File: config.mk
export PLATFORM = sky130hd
export DESIGN_NAME = audio_sample_packer
export DESIGN_NICKNAME = d
export VERILOG_FILES = /design/src/rtl/audio_sample_packer.sv
export SDC_FILE = /design/constraint.sdc
export NUM_CORES = 1
export LEC_CHECK = 0
export ABC_AREA = 1
export BUFFER_PORTS_ARGS = -buffer_cell sky130_fd_sc_hd__clkbuf_2
export CORE_MARGIN = 4
export CORE_UTILIZATION = 54
export DETAILED_ROUTE_END_ITERATION = 10
export PLACE_DENSITY = 0.81
export RECOVER_POWER = 25
export REMOVE_ABC_BUFFERS = 1
export SLEW_MARGIN = 20
export SYNTH_ARGS = -nofsm -noshare
export SYNTH_HDL_FRONTEND = slang
export SYNTH_SLANG_ARGS = --single-unit
File: constraint.sdc
create_clock -name clk_40MHz -period 3.6 [get_ports clk_40MHz]
set_clock_uncertainty 0.05 [all_clocks]
set_input_delay 0.72 -clock clk_40MHz [delete_from_list [all_inputs] [get_ports clk_40MHz]]
set_output_delay 0.72 -clock clk_40MHz [all_outputs]
set_load 0.005 [all_outputs]
File: src/rtl/audio_sample_packer.sv
// audio_sample_packer
// Packs 24-bit stereo PCM frames from the capture stage into 16-bit words
// and queues them in an output FIFO. The frame strobe arrives from the BCK
// domain and is synchronised here before it is used.
//
// Optional feature: define AUDIO_SEQ_WORD_EN to append a fourth word,
// {4'hA, seq[11:0]}, to every frame. seq counts every capture event,
// including dropped frames, so the consumer can detect gaps.
//
// Frames are written whole or not at all. A frame is dropped, and the
// sticky overflow flag set, when the FIFO lacks room for every word of it,
// or when a capture arrives while the previous frame is still being written.

module audio_sample_packer #(
  parameter int FIFO_DEPTH = 16   // power of two, 8 or more
) (
  input  logic                          clk_40MHz,
  input  logic                          reset,
  input  logic [23:0]                   left_in,
  input  logic [23:0]                   right_in,
  input  logic                          sample_ready_in,
  output logic [15:0]                   data_out,
  output logic                          data_valid,
  input  logic                          data_ready,
  output logic [$clog2(FIFO_DEPTH):0]   fifo_level,
  output logic                          overflow,
  input  logic                          overflow_clear
);

  localparam int PTR_W = $clog2(FIFO_DEPTH);
  localparam int LVL_W = PTR_W + 1;

`ifdef AUDIO_SEQ_WORD_EN
  localparam int FRAME_WORDS = 4;
`else
  localparam int FRAME_WORDS = 3;
`endif

  localparam logic [LVL_W-1:0] DEPTH_L = LVL_W'(FIFO_DEPTH);
  localparam logic [LVL_W-1:0] WORDS_L = LVL_W'(FRAME_WORDS);

  // ------------------------------------------------------------------
  // Strobe synchroniser, edge detect and arming
  // ------------------------------------------------------------------
  logic       sync1_reg;
  logic       sync2_reg;
  logic       sync_prev_reg;
  logic       capture_reg;
  logic       armed_reg;
  logic [1:0] prime_cnt_reg;
  logic       strobe_rise;

  // The synchroniser flops reset to 0, so their first two outputs after
  // reset are not real samples of the strobe. prime_cnt_reg waits until
  // sync2_reg carries a true sample before a low level may arm capture;
  // otherwise a strobe held high through reset would look like a new edge.
  assign strobe_rise = armed_reg & sync2_reg & ~sync_prev_reg;

  // Two-flop synchroniser, edge history, arming and registered capture event
  always_ff @(posedge clk_40MHz) begin
    if (reset) begin
      sync1_reg     <= 1'b0;
      sync2_reg     <= 1'b0;
      sync_prev_reg <= 1'b0;
      capture_reg   <= 1'b0;
      armed_reg     <= 1'b0;
      prime_cnt_reg <= 2'd0;
    end else begin
      sync1_reg     <= sample_ready_in;
      sync2_reg     <= sync1_reg;
      sync_prev_reg <= sync2_reg;
      capture_reg   <= strobe_rise;
      if (prime_cnt_reg != 2'd2) begin
        prime_cnt_reg <= prime_cnt_reg + 2'd1;
      end
      if ((prime_cnt_reg == 2'd2) && !sync2_reg) begin
        armed_reg <= 1'b1;
      end
    end
  end

  // ------------------------------------------------------------------
  // Frame writer FSM
  // ------------------------------------------------------------------
`ifdef AUDIO_SEQ_WORD_EN
  typedef enum logic [2:0] {
    ST_IDLE = 3'd0,
    ST_WR0  = 3'd1,
    ST_WR1  = 3'd2,
    ST_WR2  = 3'd3,
    ST_WR3  = 3'd4
  } state_t;
`else
  typedef enum logic [1:0] {
    ST_IDLE = 2'd0,
    ST_WR0  = 2'd1,
    ST_WR1  = 2'd2,
    ST_WR2  = 2'd3
  } state_t;
`endif

  state_t            state_reg;
  state_t            state_next;
  logic [LVL_W-1:0]  level_reg;
  logic [LVL_W-1:0]  free_words;
  logic              frame_fits;
  logic              frame_accept;
  logic              frame_drop;
  logic              fifo_push;
  logic [15:0]       push_word;
  logic              fifo_pop;
  logic [23:0]       hold_left_reg;
  logic [23:0]       hold_right_reg;

  // Room is judged on the level seen in the capture cycle. Pops can only
  // add room while the frame is written, so a frame that fits here never
  // overruns the FIFO.
  assign free_words   = DEPTH_L - level_reg;
  assign frame_fits   = (free_words >= WORDS_L);
  assign frame_accept = capture_reg && (state_reg == ST_IDLE) && frame_fits;
  assign frame_drop   = capture_reg && !frame_accept;

  // State register
  always_ff @(posedge clk_40MHz) begin
    if (reset) begin
      state_reg <= ST_IDLE;
    end else begin
      state_reg <= state_next;
    end
  end

  // Next state: one cycle per word, then back to IDLE
  always_comb begin
    state_next = ST_IDLE;
    case (state_reg)
      ST_IDLE: state_next = frame_accept ? ST_WR0 : ST_IDLE;
      ST_WR0:  state_next = ST_WR1;
      ST_WR1:  state_next = ST_WR2;
`ifdef AUDIO_SEQ_WORD_EN
      ST_WR2:  state_next = ST_WR3;
      ST_WR3:  state_next = ST_IDLE;
`else
      ST_WR2:  state_next = ST_IDLE;
`endif
      default: state_next = ST_IDLE;
    endcase
  end

`ifdef AUDIO_SEQ_WORD_EN
  logic [11:0] seq_reg;
  logic [11:0] hold_seq_reg;

  // Sequence counter advances on every capture event, accepted or not,
  // and the accepted frame snapshots the value it was captured with
  always_ff @(posedge clk_40MHz) begin
    if (reset) begin
      seq_reg      <= 12'd0;
      hold_seq_reg <= 12'd0;
    end else begin
      if (capture_reg) begin
        seq_reg <= seq_reg + 12'd1;
      end
      if (frame_accept) begin
        hold_seq_reg <= seq_reg;
      end
    end
  end
`endif

  // Output decode: exactly one FIFO write in each WRn state
  always_comb begin
    fifo_push = 1'b0;
    push_word = 16'h0000;
    case (state_reg)
      ST_WR0: begin
        fifo_push = 1'b1;
        push_word = hold_left_reg[23:8];
      end
      ST_WR1: begin
        fifo_push = 1'b1;
        push_word = {hold_left_reg[7:0], hold_right_reg[23:16]};
      end
      ST_WR2: begin
        fifo_push = 1'b1;
        push_word = hold_right_reg[15:0];
      end
`ifdef AUDIO_SEQ_WORD_EN
      ST_WR3: begin
        fifo_push = 1'b1;
        push_word = {4'hA, hold_seq_reg};
      end
`endif
      default: begin
        fifo_push = 1'b0;
        push_word = 16'h0000;
      end
    endcase
  end

  // Holding registers load only for an accepted frame, so a capture that
  // is dropped mid-frame cannot disturb the words still being written
  always_ff @(posedge clk_40MHz) begin
    if (reset) begin
      hold_left_reg  <= 24'd0;
      hold_right_reg <= 24'd0;
    end else if (frame_accept) begin
      hold_left_reg  <= left_in;
      hold_right_reg <= right_in;
    end
  end

  // Sticky overflow; a drop in the same cycle as a clear keeps it set
  always_ff @(posedge clk_40MHz) begin
    if (reset) begin
      overflow <= 1'b0;
    end else if (frame_drop) begin
      overflow <= 1'b1;
    end else if (overflow_clear) begin
      overflow <= 1'b0;
    end
  end

  // ------------------------------------------------------------------
  // Output FIFO
  // ------------------------------------------------------------------
  logic [15:0]       mem [FIFO_DEPTH];
  logic [PTR_W-1:0]  wr_ptr_reg;
  logic [PTR_W-1:0]  rd_ptr_reg;

  assign data_valid = (level_reg != '0);
  assign fifo_pop   = data_valid && data_ready;
  assign fifo_level = level_reg;

  // Head word is read straight from storage so it is present in the same
  // cycle data_valid rises; forced to zero while empty so nothing stale
  // is visible after reset
  assign data_out = data_valid ? mem[rd_ptr_reg] : 16'h0000;

  // Storage write; contents need no reset because level gates visibility
  always_ff @(posedge clk_40MHz) begin
    if (fifo_push) begin
      mem[wr_ptr_reg] <= push_word;
    end
  end

  // Pointers wrap naturally at the power-of-two depth; level tracks
  // simultaneous push and pop as no change
  always_ff @(posedge clk_40MHz) begin
    if (reset) begin
      wr_ptr_reg <= '0;
      rd_ptr_reg <= '0;
      level_reg  <= '0;
    end else begin
      if (fifo_push) begin
        wr_ptr_reg <= wr_ptr_reg + 1'b1;
      end
      if (fifo_pop) begin
        rd_ptr_reg <= rd_ptr_reg + 1'b1;
      end
      case ({fifo_push, fifo_pop})
        2'b10:   level_reg <= level_reg + 1'b1;
        2'b01:   level_reg <= level_reg - 1'b1;
        default: level_reg <= level_reg;
      endcase
    end
  end

endmodule

==> summary.txt <==
STA
  • Minimum clock period after layout: 3.253 ns
  • Worst-Margin Slew: 1.650 ns
  • RSZ-0062 raised after global routing: no
  • Fin. max-slew vios: 52
  • Crit share post-route: 0.9036
  • Fmax: 0.3074 GHz
  • Final Setup Violations: 0
  • Final hold viol count: 0
  • Slew HR: -0.09970
  • Setup_tns: 0 ns

Floorplanning
  • Ports: 76
  • Initial Util: 0.5530
  • CORE AREA: 0.02446 mm^2
  • Die Width: 166.3 um
  • Die area: 0.02765 mm^2
  • Row count: 57
  • Die height: 166.3 um

Worst setup path
  • Worst-path fanout max: 45
  • CP startpoint kind: register
  • Endpoint class of the critical path: output pin
  • Worst reg2reg endpoint: mem[6][2]$_DFFE_PP_
  • Register-to-register setup slack: 0.86 ns
  • Most frequent CP cell: nor2_1
  • CP Data Required Time: 2.83 ns
  • Arrival @ worst endpoint: 2.48 ns
  • Crit-path cells: buf_4, nor2_1, nor2_1, o21ai_0, o211ai_1, nand3_1, a21oi_1, clkbuf_2
  • CP max-delay cell: dfxtp_4
  • Max stage delay on crit path: 0.64 ns
  • Kind of critical path: reg2out
  • Worst reg2reg startpoint: state_reg[0]$_SDFF_PP0_
  • FF-to-FF path depth: 6

Cells and area
  • Area Growth Syn to Fin: 12.88%
  • Final net count: 1401
  • Post-route insts no fill: 1681
  • Antenna Cells: 0
  • Final instance area: 0.01527 mm^2
  • Layout cell share with drive strength beyond 1: 0.1164
  • Max FFs per register: 256

Drt
  • Pre-antenna DRT Iters: 5
  • Total Wirelength: 31070 um
  • First DRT Iteration DRCs: 1107
  • WL/cell: 18.48 um
  • Antenna Nets Post-Route: 0
  • Routed via count: 9469
  • Vias/cell: 5.633
  • DRC viols: 0

Hold path
  • Hold Path Class: reg2reg
  • Hold Path Origin: sync_prev_reg$_SDFF_PP0_
  • Hold path depth: 1
  • Hold EP: capture_reg$_SDFF_PP0_

Clocking
  • Clock transition at path regs: 0.06 ns
  • Post-CTS Setup Repair Bufs: 0
  • CTS H-tree depth: 2
  • Cts-stage hold buffer count: 0
  • Clk Latency, worst-skew pair: 0.50 ns
  • CTS tree: built
  • Num CTS Buffers: 34
  • CTS root buf: clkbuf_16
  • Max clock buf depth: 3
  • Clk sink count: 331
  • Post-CTS resize count: 0

Placement
  • Hpwl dp: 17970 um
  • Routability Congestion: 0.8268
  • Dpl cells: 1620
  • Placed inst area: 0.01424 mm^2
  • Port Buf Inserts: 75

Synth
  • Sequential share of the synthesized area: 0.6792
  • Synth warn: 0
  • Syn Inst Count: 1267
  • Syn Area/Cell: 10.68 um^2
  • Synth cell types: 26
  • Post-Syn Area: 0.01353 mm^2
  • Register bit count reported by yosys: 331

Global routing
  • Initial antenna violation count: 0
  • Vias in the first global route: 9097
  • Largest net degree at the start of global routing: 109
  • Grt ovf: 0
  • First-pass GRT wire length: 48450 um
  • Tot GR Track Use: 0.2194

Power and ir drop
  • Sequential Power Share: 0.438
  • Leak Pwr: 5.620 nW
  • Maximum vdd drop: 0.4202 mV
  • Psw: 2.965 mW
  • Net Sw Frac: 0.2992
  • Clk pwr share: 0.341
  • Final Power: 9.911 mW
  • Pwr/cell area: 649.0 mW/mm^2
  • Comb power frac: 0.221
  • P_int: 6.946 mW

Run status
  • Outcome: finished, violations left
  • Failing checks: max-capacitance violations, max-slew violations

Job
  • Max-Cap Viols: 1
-- cells by family (layout without fill, tap and decap cells) --
family / Yosys count / after routing / synth area share
AND/OR/NAND/NOR: 493 / 493 / 0.1432
flip-flops: 331 / 331 / 0.6792
AO/OA/AOI/OAI: 285 / 285 / 0.1164
buffers and inverters: 138 / 228 / 0.04384
adder cells (fa/ha/maj): 16 / 16 / 0.01480
XOR/XNOR: 4 / 4 / 0.002589
-- synth_stat cells --
cell      instances  area share
a21oi_1          41       0.015
and3_1            1     0.00046
buf_1             7      0.0019
buf_2            18      0.0067
buf_4             8      0.0044
buf_6             3      0.0025
clkbuf_1         42       0.012
dfxtp_1          75        0.11
edfxtp_1        256        0.57
ha_1             16       0.015
inv_1            57       0.016
inv_2             3     0.00083
nand2_1         110       0.031
nand2_2           1     0.00046
nand3_1          53       0.020
nand3b_1          1     0.00056
nand4_1           1     0.00046
nor2_1          321       0.089
nor3_1            3      0.0011
nor4_1            1     0.00046
o211ai_1         58       0.032
o21a_1            1     0.00056
o21ai_0         181       0.067
o21ai_1           4      0.0015
or2_0             1     0.00046
xor2_1            4      0.0026
-- cell usage in the layout (no fill, tap or decap) --
cell type and count:
dfxtp_2 1, dfxtp_1 73, nand2_1 110, nand4_1 1
edfxtp_1 256, nor2_1 310, o21a_1 1, nor4_1 1
and3_1 1, a21oi_1 41, clkbuf_8 2, nand3_1 53
buf_12 2, nand3b_1 1, nand2_2 1, nor2_2 11
clkinv_2 9, inv_2 3, xor2_1 4, or2_0 1
o21ai_1 4, clkbuf_16 37, nor3_1 3, clkbuf_1 25
clkbuf_2 69, inv_1 57, bufinv_16 1, dfxtp_4 1
o211ai_1 58, clkinv_1 2, o21ai_0 181, ha_1 16
buf_4 21
-- metrics by stage --
| stage | setup WS [ns] | hold WS (ns) | utilization |
|---|---|---|---|
| final | 0.3470 | 0.3384 | 0.6243 |
| after global routing | 0.1699 | 0.3623 | 0.6243 |
| after CTS | 0.3284 | 0.3405 | 0.6261 |
| after detailed placement | 0.8881 | 0.3323 | 0.5822 |
| after global placement | 0.9181 | 0.3286 | 0.5822 |
| after floorplan | -1.316 | 0.3236 | - |
-- worst max path at each step --
| stage | start | endpoint | slack [ns] | cells past startpoint |
|---|---|---|---|---|
| 6_report | register | data_out[13] | 0.35 | 8 |
| 3_5_place_dp | register | data_out[5] | 0.89 | 8 |
| 5_1_grt | register | data_out[13] | 0.17 | 8 |
| 2_1_floorplan | register | data_out[14] | -1.32 | 5 |
| 4_1_cts | register | data_out[13] | 0.33 | 8 |
| 3_3_place_gp | register | data_out[5] | 0.92 | 8 |
-- critical path, delay by kind of cell, from the launching register on --
family / cells / cell delay, ns
DFF: 1 / 0.64
buffers and inverters: 2 / 0.53
and+or+nand+nor: 3 / 0.31
AOI/OAI and AO/OA: 3 / 0.49
-- layer usage --
metal / vias to the layer above / part of all wire / track usage
li1: 4513 / - / -
met1: 4409 / 0.41 / 0.3067
met2: 495 / 0.46 / 0.3491
met3: 52 / 0.10 / 0.04189
met4: 0 / 0.023 / 0.07613
met5: - / 0 / 0
-- power groups by stage --
stage	clock (mW)	combinational, mW	sequential, mW
global placement	0	2.11	4.41
global route	3.58	2.49	4.35
finish	3.38	2.19	4.34
CTS	3.42	2.21	4.34
detailed placement	0	2.19	4.42
floorplan	0	1.30	4.51
-- cell type report --
type	count	area (um^2)
tap	324	405.4
timing repair buffer	107	599.3
multi-input combinational	798	3774
clock buffer	49	991.0
fill	1834	9191
inverter	60	225.2
clock inverter	12	82.58
sequential	331	9194
Note: power is estimated with default switching activity, not from simulation.
